File: config.mk
export PLATFORM = sky130hd
export DESIGN_NAME = mac_feeder
export DESIGN_NICKNAME = d
export VERILOG_FILES = /design/src/rtl/mac_feeder.sv
export SDC_FILE = /design/constraint.sdc
export NUM_CORES = 1
export LEC_CHECK = 0
export CORE_ASPECT_RATIO = 1.75
export CORE_MARGIN = 8
export CORE_UTILIZATION = 44
export DETAILED_ROUTE_END_ITERATION = 8
export PLACE_DENSITY_LB_ADDON = 0.25
export SYNTH_ARGS = -nofsm -noshare
export SYNTH_HDL_FRONTEND = slang
export SYNTH_SLANG_ARGS = --single-unit
File: constraint.sdc
create_clock -name clk -period 3 [get_ports clk]
set_clock_uncertainty 0.1 [all_clocks]
set_input_delay 0.6 -clock clk [delete_from_list [all_inputs] [get_ports clk]]
set_output_delay 0.6 -clock clk [all_outputs]
set_load 0.1 [all_outputs]
File: src/rtl/mac_feeder.sv
// mac_feeder: upstream sequencer for the bit-serial MAC unit.
//
// Accepts a valid/ready stream of 16-bit operand pairs and loads each pair
// into the MAC input registers. It drives the MAC control byte and handshakes
// with the MAC through START and IRQ_MAC for a programmed number of taps.
// At the end it captures the shifted MAC output and pulses done.
//
// Optional feature: define MAC_FEEDER_TIMEOUT_EN to enable the per-tap
// ARM/WAIT watchdog, which sets err_timeout. Without it err_timeout is tied 0.
//
// Ports:
//   clk, reset        system clock, synchronous active-high reset
//   go                1-cycle sequence request (honoured only in IDLE)
//   cfg_taps          taps per sequence, sampled on go
//   cfg_shift         MAC_SHIFTER value, sampled on go
//   s_valid/s_ready   operand stream handshake
//   s_a, s_b          operand pair
//   MAC_INA/MAC_INB   zero-extended operands to the MAC
//   MAC_CTRL          {ON, SHIFT[2:0], MODE=01, START, I_MSK}
//   IRQ_MAC, MAC_OUT  MAC completion level and shifted accumulator
//   busy, done        not-IDLE flag, end-of-sequence pulse
//   result            MAC_OUT captured at sequence end
//   taps_done         taps completed in current/last sequence
//   err_timeout       sticky watchdog error, cleared by an accepted go
module mac_feeder #(
    parameter int TAPS_W         = 8,
    parameter int TIMEOUT_CYCLES = 64
) (
    input  logic              clk,
    input  logic              reset,
    input  logic              go,
    input  logic [TAPS_W-1:0] cfg_taps,
    input  logic [2:0]        cfg_shift,
    input  logic              s_valid,
    output logic              s_ready,
    input  logic [15:0]       s_a,
    input  logic [15:0]       s_b,
    output logic [31:0]       MAC_INA,
    output logic [31:0]       MAC_INB,
    output logic [7:0]        MAC_CTRL,
    input  logic              IRQ_MAC,
    input  logic [15:0]       MAC_OUT,
    output logic              busy,
    output logic              done,
    output logic [15:0]       result,
    output logic [TAPS_W-1:0] taps_done,
    output logic              err_timeout
);

    localparam logic [2:0] ST_IDLE    = 3'd0;
    localparam logic [2:0] ST_FETCH   = 3'd1;
    localparam logic [2:0] ST_ARM     = 3'd2;
    localparam logic [2:0] ST_WAIT    = 3'd3;
    localparam logic [2:0] ST_RELEASE = 3'd4;
    localparam logic [2:0] ST_FIN     = 3'd5;

    logic [2:0]        r_state;
    logic [TAPS_W-1:0] r_taps_cfg;
    logic [TAPS_W-1:0] r_taps_done;
    logic [2:0]        r_shift;
    logic              r_on;
    logic              r_start;
    logic              r_ready;
    logic [15:0]       r_ina;
    logic [15:0]       r_inb;
    logic              r_done;
    logic [15:0]       r_result;
    logic [TAPS_W-1:0] w_taps_next;

`ifdef MAC_FEEDER_TIMEOUT_EN
    localparam int              WD_W   = $clog2(TIMEOUT_CYCLES + 1);
    localparam logic [WD_W-1:0] WD_MAX = WD_W'(TIMEOUT_CYCLES - 1);
    logic [WD_W-1:0] r_wd;
    logic            r_err;
`else
    logic w_unused_timeout;
    assign w_unused_timeout = (TIMEOUT_CYCLES != 0);
`endif

    assign w_taps_next = r_taps_done + 1'b1;

    always_ff @(posedge clk) begin
        if (reset) begin
            r_state     <= ST_IDLE;
            r_taps_cfg  <= '0;
            r_taps_done <= '0;
            r_shift     <= '0;
            r_on        <= 1'b0;
            r_start     <= 1'b0;
            r_ready     <= 1'b0;
            r_ina       <= '0;
            r_inb       <= '0;
            r_done      <= 1'b0;
            r_result    <= '0;
`ifdef MAC_FEEDER_TIMEOUT_EN
            r_wd        <= '0;
            r_err       <= 1'b0;
`endif
        end else begin
            // ON and the fixed control fields come up the first cycle after reset.
            r_on   <= 1'b1;
            r_done <= 1'b0;
            case (r_state)
                ST_IDLE: begin
                    if (go) begin
                        if (cfg_taps != '0) begin
                            r_taps_cfg  <= cfg_taps;
                            r_shift     <= cfg_shift;
                            r_taps_done <= '0;
                            r_ready     <= 1'b1;
                            r_state     <= ST_FETCH;
`ifdef MAC_FEEDER_TIMEOUT_EN
                            r_err       <= 1'b0;
`endif
                        end else begin
                            r_done <= 1'b1;
                        end
                    end
                end
                ST_FETCH: begin
                    if (s_valid && r_ready) begin
                        r_ina   <= s_a;
                        r_inb   <= s_b;
                        r_ready <= 1'b0;
                        r_start <= 1'b1;
                        r_state <= ST_ARM;
`ifdef MAC_FEEDER_TIMEOUT_EN
                        r_wd    <= '0;
`endif
                    end
                end
                ST_ARM: begin
                    // Stale IRQ from the previous tap must drop before waiting.
                    if (!IRQ_MAC) begin
                        r_state <= ST_WAIT;
                    end
                end
                ST_WAIT: begin
                    if (IRQ_MAC) begin
                        r_start <= 1'b0;
                        r_state <= ST_RELEASE;
                    end
                end
                ST_RELEASE: begin
                    r_taps_done <= w_taps_next;
                    if (w_taps_next == r_taps_cfg) begin
                        r_state <= ST_FIN;
                    end else begin
                        r_ready <= 1'b1;
                        r_state <= ST_FETCH;
                    end
                end
                ST_FIN: begin
                    r_result <= MAC_OUT;
                    r_done   <= 1'b1;
                    r_state  <= ST_IDLE;
                end
                default: begin
                    r_start <= 1'b0;
                    r_ready <= 1'b0;
                    r_state <= ST_IDLE;
                end
            endcase
`ifdef MAC_FEEDER_TIMEOUT_EN
            // Watchdog overrides the normal ARM/WAIT transitions above.
            if (r_state == ST_ARM || r_state == ST_WAIT) begin
                r_wd <= r_wd + 1'b1;
                if (r_wd == WD_MAX) begin
                    r_start <= 1'b0;
                    r_err   <= 1'b1;
                    r_state <= ST_FIN;
                end
            end
`endif
        end
    end

    assign s_ready     = r_ready;
    assign MAC_INA     = {16'h0000, r_ina};
    assign MAC_INB     = {16'h0000, r_inb};
    assign MAC_CTRL    = {r_on, r_shift, 1'b0, r_on, r_start, r_on};
    assign busy        = (r_state != ST_IDLE);
    assign done        = r_done;
    assign result      = r_result;
    assign taps_done   = r_taps_done;
`ifdef MAC_FEEDER_TIMEOUT_EN
    assign err_timeout = r_err;
`else
    assign err_timeout = 1'b0;
`endif

endmodule
==> results.ini <==
[pwr]
p_switching_uw = 803
ir_drop_mv = 0.368
clkPwrFrac = 0.386
netSwitchingFraction = 0.317
p_int_mw = 1.73
seqPwrFrac = 0.404
p_comb_frac = 0.210
leakagePower_nw = 1.84
p_per_area_nw_per_um2 = 552

[setup_path]
crit_arrival_ps = 2450
r2r_end = s_ready
critPathRequiredTime_ps = 3100
critPathMaxFanout = 8
reg2regPathDepth = 7
endpoint_kind = flop
crit_type = flop to flop
r2r_slack_ps = 660
cp-start-kind = flop
r2r-start = taps_done[0]

[place]
gp_congestion = 0.849
io_buffers = 129
post-place-ws_ps = 334
hpwl_microns = 7330

[clocking]
cts_hold_buf = 0
cts_tree = yes
cts.sinks = 74
htreeDepth = 3
clk_latency_ps = 330
post_cts_resized = 0
cts.reportedPaths.clkPinSlew_ps = 60
clock_path_buffers = 2
cts_buffers = 9
cts-root-buf = clkbuf_16
postCtsSetupBuffers = 0

[logic_synthesis]
ys_ff_latch = 74
synth_area_leaders = dfxtp_1 (45%), nand2_1 (12%), a21oi_1 (9.4%)
synthesis.area_sq_um = 3310
synth_ff_type = dfxtp_1
yosys.area.top_type = dfxtp_1
syn_avg_cell_area_sq_um = 7.93
async_reset_ff_frac = 0
synth_edf_count = 0
synthDominantCellAreaShare = 0.448
synthCells = 417
ys_seq_area_frac = 0.448
ys.warnings.count = 0
yosysUniqueCellTypes = 44

[min_path]
hold_depth = 2
min_from = result[9]
hp-class = flop to flop
holdPathEnd = result[9]

[sta]
fmax_mhz = 427
setup_ws_ps = 656
slew-limit-headroom = 0.271
hold_viol = 0
period_share = 0.781
setup_viol = 0
rsz0062_at_grt = no
fin_crit_ps = 2340
worst_slew_pin_slew_ps = 1090
finalMaxSlewViolations = 0
tns_ps = 0

[grt]
antenna_found_initial = 0
grt.total_usage = 0.178
grt_pass1_vias = 3083
grt_pass1_wl_microns = 14600
grt_max_degree = 33
grt-ovfl-total = 0

[floorplanning]
core_sq_um = 7410
core.rowCount = 42
die_h_microns = 131
die_w_microns = 81.5
pin_count = 164
start_util = 0.446
die-area_sq_um = 10700

[detailed_routing]
drt_pass1_iterations = 4
via_per_inst = 4.83
postRouteWirelength_microns = 9470
drtIter0Drc = 182
avgRoutedWirePerCell_microns = 15.1
route.vias.total = 3023
ant_nets = 0
drc_errors = 0

[layout]
antenna_cells = 0
fin_util = 0.620
area_delta_synth_final_pct = 39.0
nets = 599
drive_above_1_share = 0.175

[run]
maxCapViolCount = 0

[run_status]
outcome = finished, final reports clean

==> per-stage QoR <==
| stage | instances | hold WS, ps | total power, mW | instance area [sq um] |
|---|---|---|---|---|
| after floorplan | 450 | 361 | 1.48 | 3430 |
| after global placement | 611 | 343 | 1.57 | 4320 |
| after detailed placement | 611 | 347 | 1.58 | 4320 |
| after CTS | 626 | 354 | 2.55 | 4590 |
| after global routing | 626 | 371 | 2.62 | 4590 |
| final | 626 | 352 | 2.54 | 4590 |
==> power by group through the flow <==
stage	Combinational, mW	Clock (mW)	Sequential (mW)
floorplan	0.355	0	1.13
global placement	0.527	0	1.05
detailed placement	0.531	0	1.05
CTS	0.531	0.994	1.03
global route	0.554	1.04	1.03
finish	0.531	0.979	1.03
==> worst max-delay path by stage <==
stage / startpoint / end / slack, ps / depth (start not counted)
floorplan: taps_done[0] / s_ready / 140 / 7
global placement: cfg_taps[0] / r_taps_cfg[7] / 380 / 6
detailed placement: cfg_taps[7] / r_shift[1] / 330 / 6
CTS: taps_done[0] / s_ready / 630 / 7
global route: cfg_taps[5] / r_taps_cfg[6] / 450 / 7
finish: taps_done[0] / s_ready / 660 / 7
==> placed cells by master (no fill, tap or decap), drive strengths merged, types with 2 or more instances in the layout <==
cell and count:
a21oi 62, a31oi 3, buf 73, clkbuf 12, clkdlybuf4s50 62, clkinv 3, conb 34, dfxtp 74
inv 6, mux2i 10, nand2 109, nand3 5, nor2 28, nor3 6, o2111ai 2, o211ai 2
o21ai 10, o21bai 2, or3 3, or3b 2, or4 4, xnor2 7, xor2 3
==> flip-flops by register name, summed over array words and instances (netlist names), 3 cells and up <==
name and count:
r_ina 16, r_inb 16, r_shift 3, r_taps_cfg 8, r_state 3, result 16
taps_done 8
==> routing by layer <==
| metal | share of wire | track usage |
|---|---|---|
| met5 | 0 | 0 |
| met4 | 0.033 | 0.105 |
| met3 | 0.077 | 0.0486 |
| met2 | 0.55 | 0.328 |
| met1 | 0.34 | 0.167 |
==> synthesized netlist by cell type (4+ instances only) <==
master	instances
nor2_1	28
dfxtp_1	74
buf_2	4
nand2_1	109
nand3_1	4
xnor2_1	7
buf_4	38
clkbuf_1	18
inv_1	6
a21oi_1	62
or4_1	4
o21ai_1	7
nor3_1	5
mux2i_1	10
==> kinds of logic after synthesis <==
group                    synth area share
adder cells (fa/ha/maj)           0.00378
AND/OR/NAND/NOR                     0.208
other                             0.00113
multiplexers                       0.0303
buffers and inverters               0.124
AO/OA/AOI/OAI                       0.158
flip-flops                          0.448
XOR/XNOR                           0.0265
==> worst max-delay path, cell delays in order, from the launching register on <==
cell       delay (ps)
dfxtp_1           470
ha_1              300
nand3_1           260
or3_1             410
a21oi_1           260
a2111oi_4         110
o211ai_1          210
o31ai_1            90
==> cell type report <==
| class | instances | area (sq um) |
|---|---|---|
| repair buffers | 135 | 1170 |
| clock inverters | 3 | 15.0 |
| well taps | 88 | 110 |
| fillers | 674 | 2820 |
| flip-flops and latches | 74 | 1480 |
| multi-input cells | 308 | 1540 |
| clock buffers | 12 | 256 |
| inverters | 6 | 22.5 |
(Power assumes the default switching activity.)
==> RTL change 1: new RTL, same flow settings <==
Build with the macro `MAC_FEEDER_TIMEOUT_EN` defined.
--- a/src/rtl/mac_feeder.sv
+++ b/src/rtl/mac_feeder.sv
@@ -23,4 +23,6 @@
 //   taps_done         taps completed in current/last sequence
 //   err_timeout       sticky watchdog error, cleared by an accepted go
+`define MAC_FEEDER_TIMEOUT_EN
+
 module mac_feeder #(
     parameter int TAPS_W         = 8,
Behaviour: same outputs for any inputs over 10 cycles, from zero or initial values and one cycle with reset high; that may be too few to reach the edited logic, so the function may still have changed.
==> RTL change 1 against the original RTL <==
  * Total power is 6.8% higher
  * Sequential cell count rose by 8
  * Critical path depth fell by 1
  * Area after synthesis rose by 8.7%
  * Final area increased by 6.7%
  * Worst setup slack got worse by 0.060 ns
  * Synthesized cell count is 7.7% higher
  * Routed wire length rose by 6.3%
  * Critical path type unchanged
  * Critical endpoint unchanged
==> RTL change 1: results <==
set metrics [dict create \
    wl_met3_um 755 \
    cp_max_fo 14 \
    muxShareOfSynthArea_pct 2.78 \
    hpwl_um 7680 \
    num_vias 3296 \
    nNetsFinal 629 \
    drt_iter0_drc 158 \
    min_to "result[7]$_SDFFE_PP0P_" \
    ys_top_cells_by_count "nand2_1, dfxtp_1, a21oi_1" \
    use_met3_pct 5.48 \
    outcome "completed" \
    synth_area_per_cell_um2 8.01 \
    grt_pass1_wl_um 16100 \
    grt_max_degree 47 \
    cp.arrival_ns 2.53 \
    synthTopCellsByArea "dfxtp_1, nand2_1, a21oi_1" \
    synth_fa_ha_area_share_pct 0.696 \
    wl_um 10100 \
    cpPeakStageDelay_ns 0.59 \
    port-buffer-count 130 \
    synth_xor_area_share_pct 3.90 \
    startpoint "r_state[2]$_SDFF_PP0_" \
    holdCritStartpoint "result[7]$_SDFFE_PP0P_" \
    gp_congestion 0.777 \
    grt_usage_pct 17.3 \
    synth_compound_area_share_pct 13.0 \
    place_ws_ns 0.509 \
    viasPerCell 5.01 \
    slew_headroom_pct 56.6 \
    reg2reg_depth 6 \
    grt_pass1_vias 3230 \
    grt_use_met1_pct 17.7 \
]
==> RTL change 1: layout make-up <==
cell class | instances | area (µm²) | area share [%]
multi-input cells | 328 | 1660 | 33.8
flip-flops and latches | 82 | 1640 | 33.5
repair buffers | 136 | 1170 | 23.9
clock buffers | 13 | 270 | 5.51
well taps | 90 | 113 | 2.30
clock inverters | 3 | 22.5 | 0.459
inverters | 6 | 22.5 | 0.459
==> RTL change 1: report_power, final <==
group | internal [mW] | switching, mW | total, mW
Clock | 0.628 | 0.423 | 1.05
Combinational | 0.133 | 0.391 | 0.524
Sequential | 1.11 | 0.0203 | 1.13
==> RTL change 1: through the flow <==
stage                     area [µm²]  hold slack (ns)  utilization (%)
final                           4900            0.352             62.0
after global routing            4900            0.373             62.0
after CTS                       4900            0.355             62.0
after detailed placement        4610            0.347             58.3
after global placement          4610            0.343             58.3
after floorplan                 3710            0.363                -
==> RTL change 2: new RTL, config.mk and constraints unchanged <==
Without the edit above. Make the reset (`reset`) asynchronous in one clocked block. Comments in the files are not updated.
--- a/src/rtl/mac_feeder.sv
+++ b/src/rtl/mac_feeder.sv
@@ -80,5 +80,5 @@
     assign w_taps_next = r_taps_done + 1'b1;
 
-    always_ff @(posedge clk) begin
+    always_ff @(posedge clk or posedge reset) begin
         if (reset) begin
             r_state     <= ST_IDLE;
Check against the original RTL: differs if reset is asserted again (counterexample within 4 cycles, from zero or initial values and one cycle with reset high); with reset held inactive, the same outputs for 10 cycles.
==> RTL change 2 against the original RTL <==
  * Critical path depth down 3
  * Largest cell class is now flip-flops and latches
  * Routed wire length down 13%
  * Core utilization up 1.0 points
  * Area after synthesis up 2.5%
  * Worst setup slack worse by 0.082 ns
  * Final area up 3.1%
  * Sequential cell count unchanged
Power is left out: the tool's default activity adds up to more than one toggle a clock period on the data nets, which glitch-free logic cannot reach.
==> RTL change 2: results <==
set metrics [dict create \
    synth_fa_ha_area_share_pct 0.369 \
    placed_cells 472 \
    startpoint "cfg_taps[1]" \
    seq_area_share_pct 39.1 \
    holdCritStartpoint "r_inb[15]$_DFFE_PP0P_" \
    wl_met2_um 4660 \
    min_to "r_inb[15]$_DFFE_PP0P_" \
    grt_use_met1_pct 16.3 \
    buf_share_pct 24.5 \
    drive_gt1_share_pct 36.8 \
    synth_xor_area_share_pct 2.84 \
    ys_async_sr_fraction_pct 100 \
    grt_usage_pct 16.0 \
    syn_inst 266 \
    muxShareOfSynthArea_pct 19.6 \
    buffers 132 \
    r2r-start "r_state[1]$_DFFE_PP0P_" \
    wl_met3_um 741 \
    grt_pass1_wl_um 13500 \
    cp_top_family "compound AO/OA/AOI/OAI gates" \
    start_util_pct 45.1 \
    drt_iter0_drc 90 \
    yosys.area.top_type "dfrtp_1" \
    outcome "completed" \
    synth_compound_area_share_pct 6.13 \
    use_met2_pct 27.4 \
    ys_top_cells_by_count "dfrtp_1, mux2_2, buf_4" \
    fillers 622 \
]
[RTL change 2: cell types whose count changed in the layout (fill, tap and decap cells not counted), moves of 3 or more]
| cell | change |
|---|---|
| nand2_1 | -98 |
| dfrtp_1 | +74 |
| dfxtp_1 | -74 |
| a21oi_1 | -59 |
| mux2_2 | +59 |
| nor2_1 | -22 |
| mux2i_1 | -10 |
| o21ai_0 | +10 |
| inv_1 | -6 |
| o21ai_1 | -6 |
| buf_4 | -4 |
| or4_1 | -4 |
| nor2b_1 | +3 |
| nor3_1 | -3 |
[RTL change 2: per-stage QoR]
step / hold WS [ns] / area (µm²) / utilization, % / worst slack (ns)
2_1_floorplan: 0.401 / 3510 / - / 0.416
3_3_place_gp: 0.390 / 4470 / 59.4 / 0.280
3_5_place_dp: 0.394 / 4470 / 59.4 / 0.208
4_1_cts: 0.407 / 4740 / 63.0 / 0.550
5_1_grt: 0.412 / 4740 / 63.0 / 0.409
6_report: 0.404 / 4740 / 63.0 / 0.574
